[config.mk]
export PLATFORM = sky130hd
export DESIGN_NAME = alu_datapath
export DESIGN_NICKNAME = d
export VERILOG_FILES = /design/src/rtl/alu_datapath.sv
export SDC_FILE = /design/constraint.sdc
export NUM_CORES = 1
export LEC_CHECK = 0
export ABC_AREA = 1
export ABC_CLOCK_PERIOD_IN_PS = 2200
export BUFFER_PORTS_ARGS = -buffer_cell sky130_fd_sc_hd__buf_2
export CAP_MARGIN = 10
export CORE_MARGIN = 5
export CORE_UTILIZATION = 50
export CTS_CLUSTER_DIAMETER = 150
export CTS_CLUSTER_SIZE = 25
export DETAILED_ROUTE_END_ITERATION = 12
export PLACE_DENSITY = 0.8
export SLEW_MARGIN = 0
export SYNTH_ARGS = -nofsm -noshare
export SYNTH_HDL_FRONTEND = slang
export SYNTH_SLANG_ARGS = --single-unit
export TNS_END_PERCENT = 20
[constraint.sdc]
create_clock -name clk -period 2.2 [get_ports clk]
set_input_delay 0.44 -clock clk [delete_from_list [all_inputs] [get_ports clk]]
set_output_delay 0.44 -clock clk [all_outputs]
set_load 0.05 [all_outputs]
[src/rtl/alu_datapath.sv]
// alu_datapath: multi-cycle ALU execution unit driven by the ALU control FSM.
// Single-cycle add/sub/logic; iterative shift-add multiply and restoring
// divide, one bit per clock. Define ALU_OVF_EN to add the signed-overflow
// output ovf for ADD/SUB.
module alu_datapath #(
  parameter int unsigned WIDTH = 8
) (
  input  logic               clk,
  input  logic               reset_a,
  input  logic [1:0]         state_in,
  input  logic [2:0]         opcode,
  input  logic [WIDTH-1:0]   op_a,
  input  logic [WIDTH-1:0]   op_b,
  output logic [2*WIDTH-1:0] result,
  output logic               done,
  output logic               busy,
  output logic               zero,
`ifdef ALU_OVF_EN
  output logic               ovf,
`endif
  output logic               div_by_zero
);

  localparam int unsigned RES_W = 2 * WIDTH;
  localparam int unsigned CNT_W = (WIDTH > 1) ? $clog2(WIDTH) : 1;

  localparam logic [2:0] OP_ADD = 3'b000;
  localparam logic [2:0] OP_SUB = 3'b001;
  localparam logic [2:0] OP_AND = 3'b010;
  localparam logic [2:0] OP_OR  = 3'b011;
  localparam logic [2:0] OP_XOR = 3'b100;
  localparam logic [2:0] OP_MUL = 3'b101;
  localparam logic [2:0] OP_DIV = 3'b110;

  localparam logic [1:0] CTL_IDLE = 2'b00;
  localparam logic [1:0] CTL_CALC = 2'b01;

  typedef enum logic [1:0] {
    S_IDLE = 2'b00,
    S_RUN  = 2'b01,
    S_DONE = 2'b10
  } state_t;

  state_t           state_q;
  logic [CNT_W-1:0] cnt_q;
  logic             is_div_q;
  logic [WIDTH-1:0] opnd_q;   // multiplicand for MUL, divisor for DIV
  logic [WIDTH-1:0] hi_q;     // product high half / partial remainder
  logic [WIDTH-1:0] lo_q;     // multiplier shifting out / quotient shifting in
  logic             ovf_q;

  logic [WIDTH:0]   sum_c;
  logic [WIDTH:0]   dif_c;
  logic [RES_W-1:0] alu_res_c;
  logic             alu_ovf_c;
  logic             multi_c;
  logic [WIDTH:0]   mul_p_c;
  logic [WIDTH:0]   div_sh_c;
  logic [WIDTH:0]   div_df_c;
  logic [WIDTH-1:0] hi_n_c;
  logic [WIDTH-1:0] lo_n_c;

  // Single-cycle result and one iteration step of the multiply/divide datapath
  always_comb begin
    sum_c     = {1'b0, op_a} + {1'b0, op_b};
    dif_c     = {1'b0, op_a} - {1'b0, op_b};
    alu_res_c = '0;
    alu_ovf_c = 1'b0;
    multi_c   = (opcode == OP_MUL) || ((opcode == OP_DIV) && (op_b != '0));
    case (opcode)
      OP_ADD: begin
        alu_res_c = {{(WIDTH-1){1'b0}}, sum_c};
        alu_ovf_c = (op_a[WIDTH-1] == op_b[WIDTH-1]) && (sum_c[WIDTH-1] != op_a[WIDTH-1]);
      end
      OP_SUB: begin
        alu_res_c = {{(WIDTH-1){1'b0}}, dif_c};
        alu_ovf_c = (op_a[WIDTH-1] != op_b[WIDTH-1]) && (dif_c[WIDTH-1] != op_a[WIDTH-1]);
      end
      OP_AND:  alu_res_c = {{WIDTH{1'b0}}, op_a & op_b};
      OP_OR:   alu_res_c = {{WIDTH{1'b0}}, op_a | op_b};
      OP_XOR:  alu_res_c = {{WIDTH{1'b0}}, op_a ^ op_b};
      OP_DIV:  alu_res_c = {op_a, {WIDTH{1'b1}}};   // only reached with op_b == 0
      default: alu_res_c = '0;
    endcase

    mul_p_c  = {1'b0, hi_q} + (lo_q[0] ? {1'b0, opnd_q} : (WIDTH+1)'(0));
    div_sh_c = {hi_q, lo_q[WIDTH-1]};
    div_df_c = div_sh_c - {1'b0, opnd_q};
    if (is_div_q) begin
      if (!div_df_c[WIDTH]) begin
        hi_n_c = div_df_c[WIDTH-1:0];
        lo_n_c = {lo_q[WIDTH-2:0], 1'b1};
      end else begin
        hi_n_c = div_sh_c[WIDTH-1:0];
        lo_n_c = {lo_q[WIDTH-2:0], 1'b0};
      end
    end else begin
      hi_n_c = mul_p_c[WIDTH:1];
      lo_n_c = {mul_p_c[0], lo_q[WIDTH-1:1]};
    end
  end

  // Control FSM with registered result and status outputs
  always_ff @(posedge clk or negedge reset_a) begin
    if (!reset_a) begin
      state_q     <= S_IDLE;
      cnt_q       <= '0;
      is_div_q    <= 1'b0;
      opnd_q      <= '0;
      hi_q        <= '0;
      lo_q        <= '0;
      result      <= '0;
      done        <= 1'b0;
      busy        <= 1'b0;
      zero        <= 1'b0;
      div_by_zero <= 1'b0;
      ovf_q       <= 1'b0;
    end else begin
      case (state_q)
        S_IDLE: begin
          if (state_in == CTL_CALC) begin
            div_by_zero <= 1'b0;
            is_div_q    <= (opcode == OP_DIV);
            opnd_q      <= (opcode == OP_MUL) ? op_a : op_b;
            cnt_q       <= '0;
            hi_q        <= '0;
            lo_q        <= (opcode == OP_MUL) ? op_b : op_a;
            if (multi_c) begin
              busy    <= 1'b1;
              state_q <= S_RUN;
            end else begin
              result      <= alu_res_c;
              zero        <= (alu_res_c == '0);
              ovf_q       <= alu_ovf_c;
              div_by_zero <= (opcode == OP_DIV);
              done        <= 1'b1;
              state_q     <= S_DONE;
            end
          end
        end
        S_RUN: begin
          if (state_in == CTL_IDLE) begin
            busy    <= 1'b0;
            state_q <= S_IDLE;
          end else begin
            hi_q  <= hi_n_c;
            lo_q  <= lo_n_c;
            cnt_q <= cnt_q + CNT_W'(1);
            if (cnt_q == CNT_W'(WIDTH - 1)) begin
              result  <= {hi_n_c, lo_n_c};
              zero    <= ({hi_n_c, lo_n_c} == '0);
              ovf_q   <= 1'b0;
              busy    <= 1'b0;
              done    <= 1'b1;
              state_q <= S_DONE;
            end
          end
        end
        S_DONE: begin
          if (state_in == CTL_IDLE) begin
            done    <= 1'b0;
            state_q <= S_IDLE;
          end
        end
        default: state_q <= S_IDLE;
      endcase
    end
  end

`ifdef ALU_OVF_EN
  assign ovf = ovf_q;
`else
  logic unused_ovf;
  assign unused_ovf = ovf_q;
`endif

endmodule

==> results.ini <==
[run_status]
status=finished with violations
violations=negative setup slack

[logic_synthesis]
synth-seq-cells=50
syn_area_mm2=0.004544
synth_top_area_cell=dfrtp_1
synth_cells=685
ys_async_sr_fraction_pct=100.0
synth.distinct_cells=41
syn_nets=754
synthTopCellsByCount=177 x nand2_1, 89 x inv_1, 66 x nor2_1
seq_area_frac_synth_pct=27.53
synth_flop_cell=dfrtp_1
synth_warnings=0
synth_area_leaders=dfrtp_1 28%, nand2_1 15%, ha_1 12%
yosysTopAreaCellShare_pct=27.53
synth_edf_count=0
syn_avg_cell_area_um2=6.634
synth_most_common_cell=nand2_1

[setup_path]
cpPeakStageDelay_ns=0.40
cp-end-kind=flop
crit_type=reg2reg
r2r-start=lo_q[7]$_DFFE_PN0P_
r2r_setup_slack_ns=-0.23
worstPathRequired_ns=2.45
r2r-end=zero$_DFFE_PN0P_
worstSetupStartpointType=flop
ff2ff_path_depth=17
worstPathCellList=inv_2, ha_4, inv_2, fa_2, nand2_2, nand2_4, nand3_4, nand2_4, nand2_4, nand2_8, nand2_1, nand3_2, nand2_4, nand2_1, nor2_1, nand3_2, a21oi_2
arrival_ns=2.68
crit_top_cell=nand2_4
cp_max_fo=6
slowest_stage=dfrtp_1

[place]
portBuffers=42
hpwl_mm=12.16
routabilityCongestion=0.9613

[sta]
skew_ns=0.01299
timing.slew.headroom_pct=54.41
worst_hold_slack_ns=0.1289
fin_crit_ns=2.432
fin_ws_ns=-0.2324
finalCritPeriodShare_pct=110.6
max_clock_freq_ghz=0.4111
slew_viol_final=0
finalSetupViolCount=10
rsz0062_at_grt=yes
hold_violations=0
tns_ns=-0.8439
tightest_slew_ns=0.6832

[clock_network]
tritoncts=done
cts.htree.levels=2
cts_hold_buf=0
numCtsBuffers=5
clockBufferDepth=2
clk_latency_ns=0.32
clk_pin_slew_ns=0.10
cts-root-buf=clkbuf_8
cts_sinks=50

[power]
p_per_area_mw_per_mm2=1295
peakVddDrop_uv=494.1
leakage_nw=3.325

[global_route]
grt_max_degree=27
antenna_found_initial=0
gr-total-overflow=0
grt_usage_pct=27.23
grt_pass1_wl_mm=25.03
grt_pass1_vias=5225

[drt]
detail_route.first_pass.iterations=6
finalWirelength_mm=15.89
vias=5335
wl_per_cell_um=16.84
vias_per_cell=5.651
drc=0
dr.first_iter.drc_count=405
drtAntennaViolNets=0

[floorplanning]
start_util_pct=51.61
rows=34
die_width_um=105.3
die_height_um=105.3
coreArea_mm2=0.008806
ios=43
die_area_mm2=0.01110

[final_layout]
nets=904
post-route-util_pct=72.32
num-fill-cells=698
n_antenna_cell=0
drive_above_1_share_pct=34.21
syn2layout_area_growth_pct=40.14

[flow_run]
maxCapViolations=0

[worst_hold_path]
min_path_type=in2async

power breakdown:
| group | switching (mW) | internal (mW) |
|---|---|---|
| clock | 0.337 | 0.375 |
| combinational | 3.59 | 2.35 |
| sequential | 0.276 | 1.32 |
worst max-delay path, delay by kind of cell (launching register included):
| kind | cells | cell delay [ns] |
|---|---|---|
| AOI/OAI and AO/OA | 1 | 0.16 |
| adders and majority gates | 2 | 0.48 |
| buffers and inverters | 2 | 0.14 |
| DFF | 1 | 0.40 |
| and+or+nand+nor | 12 | 1.16 |
cell usage in the layout, fill, tap and decap left out, drive strengths merged:
master / count
inv: 96
clkbuf: 6
nor3: 3
nand3: 60
o22ai: 1
a22o: 2
a21o: 3
or2: 9
nand2: 180
fa: 3
ha: 43
o21bai: 1
a21oi: 40
o211ai: 2
buf: 159
o31ai: 1
o2111ai: 1
dfrtp: 50
a31oi: 18
nand3b: 4
nand4: 9
a211oi: 4
bufinv: 1
xor2: 9
a31o: 1
nor2: 70
o221ai: 1
clkinv: 2
o21ai: 56
o22a: 1
per-stage QoR:
stage,power (mW),std cells,instance area (um2),setup slack (ns)
5_1_grt,8.802,944,6369,-0.3133
6_report,8.249,944,6369,-0.2324
4_1_cts,7.649,940,6035,-0.2075
3_3_place_gp,6.488,929,5741,-0.4891
3_5_place_dp,6.618,929,5741,-0.5411
2_1_floorplan,4.679,685,4653,-0.1568
layer usage:
layer	wire (um)	up-vias	track usage, %
li1	-	2559	-
met1	6021	2465	32.61
met2	8168	244	49.82
met3	961	67	2.445
met4	741	0	11.25
met5	0	-	0
registers in the layout, summed over array words and instances, names as in the netlist:
signal / flops
state_q: 2
done: 1
opnd_q: 8
lo_q: 8
hi_q: 8
is_div_q: 1
cnt_q: 3
result: 16
zero: 1
busy: 1
div_by_zero: 1
logic make-up (layout without fill, tap and decap cells):
logic type | Yosys count | count (layout) | synth area share (%)
AO/OA/AOI/OAI | 132 | 132 | 16.33
buffers and inverters | 113 | 264 | 10.02
AND/OR/NAND/NOR | 335 | 335 | 31.22
adder cells (fa/ha/maj) | 46 | 46 | 13.16
XOR/XNOR | 9 | 9 | 1.735
flip-flops | 50 | 50 | 27.53
timing repair:
item,4_1_cts,5_1_grt
endpoints found under the setup margin,22,24
gates cloned,0,0
pin swaps,26,37
buffers inserted,3,4
gates resized for setup,47,70
how the worst max path moves through the flow:
| stage | slack [ns] | startpoint | end |
|---|---|---|---|
| finish | -0.23 | lo_q[7]$_DFFE_PN0P_ | zero$_DFFE_PN0P_ |
| global route | -0.31 | lo_q[7]$_DFFE_PN0P_ | zero$_DFFE_PN0P_ |
| CTS | -0.21 | lo_q[7]$_DFFE_PN0P_ | zero$_DFFE_PN0P_ |
| detailed placement | -0.54 | lo_q[7]$_DFFE_PN0P_ | zero$_DFFE_PN0P_ |
| global placement | -0.49 | lo_q[7]$_DFFE_PN0P_ | zero$_DFFE_PN0P_ |
| floorplan | -0.16 | opcode[2] | zero$_DFFE_PN0P_ |
layout make-up:
type,instances,area [um2],share of cell area [%]
well taps,108,135.1,2.122
clock buffers,6,82.58,1.297
flip-flops and latches,50,1251,19.65
clock inverters,2,38.79,0.6090
multi-input cells,522,3374,52.99
inverters,97,371.6,5.835
repair buffers,159,1115,17.50
No activity file was read; power rests on OpenSTA's default activity.
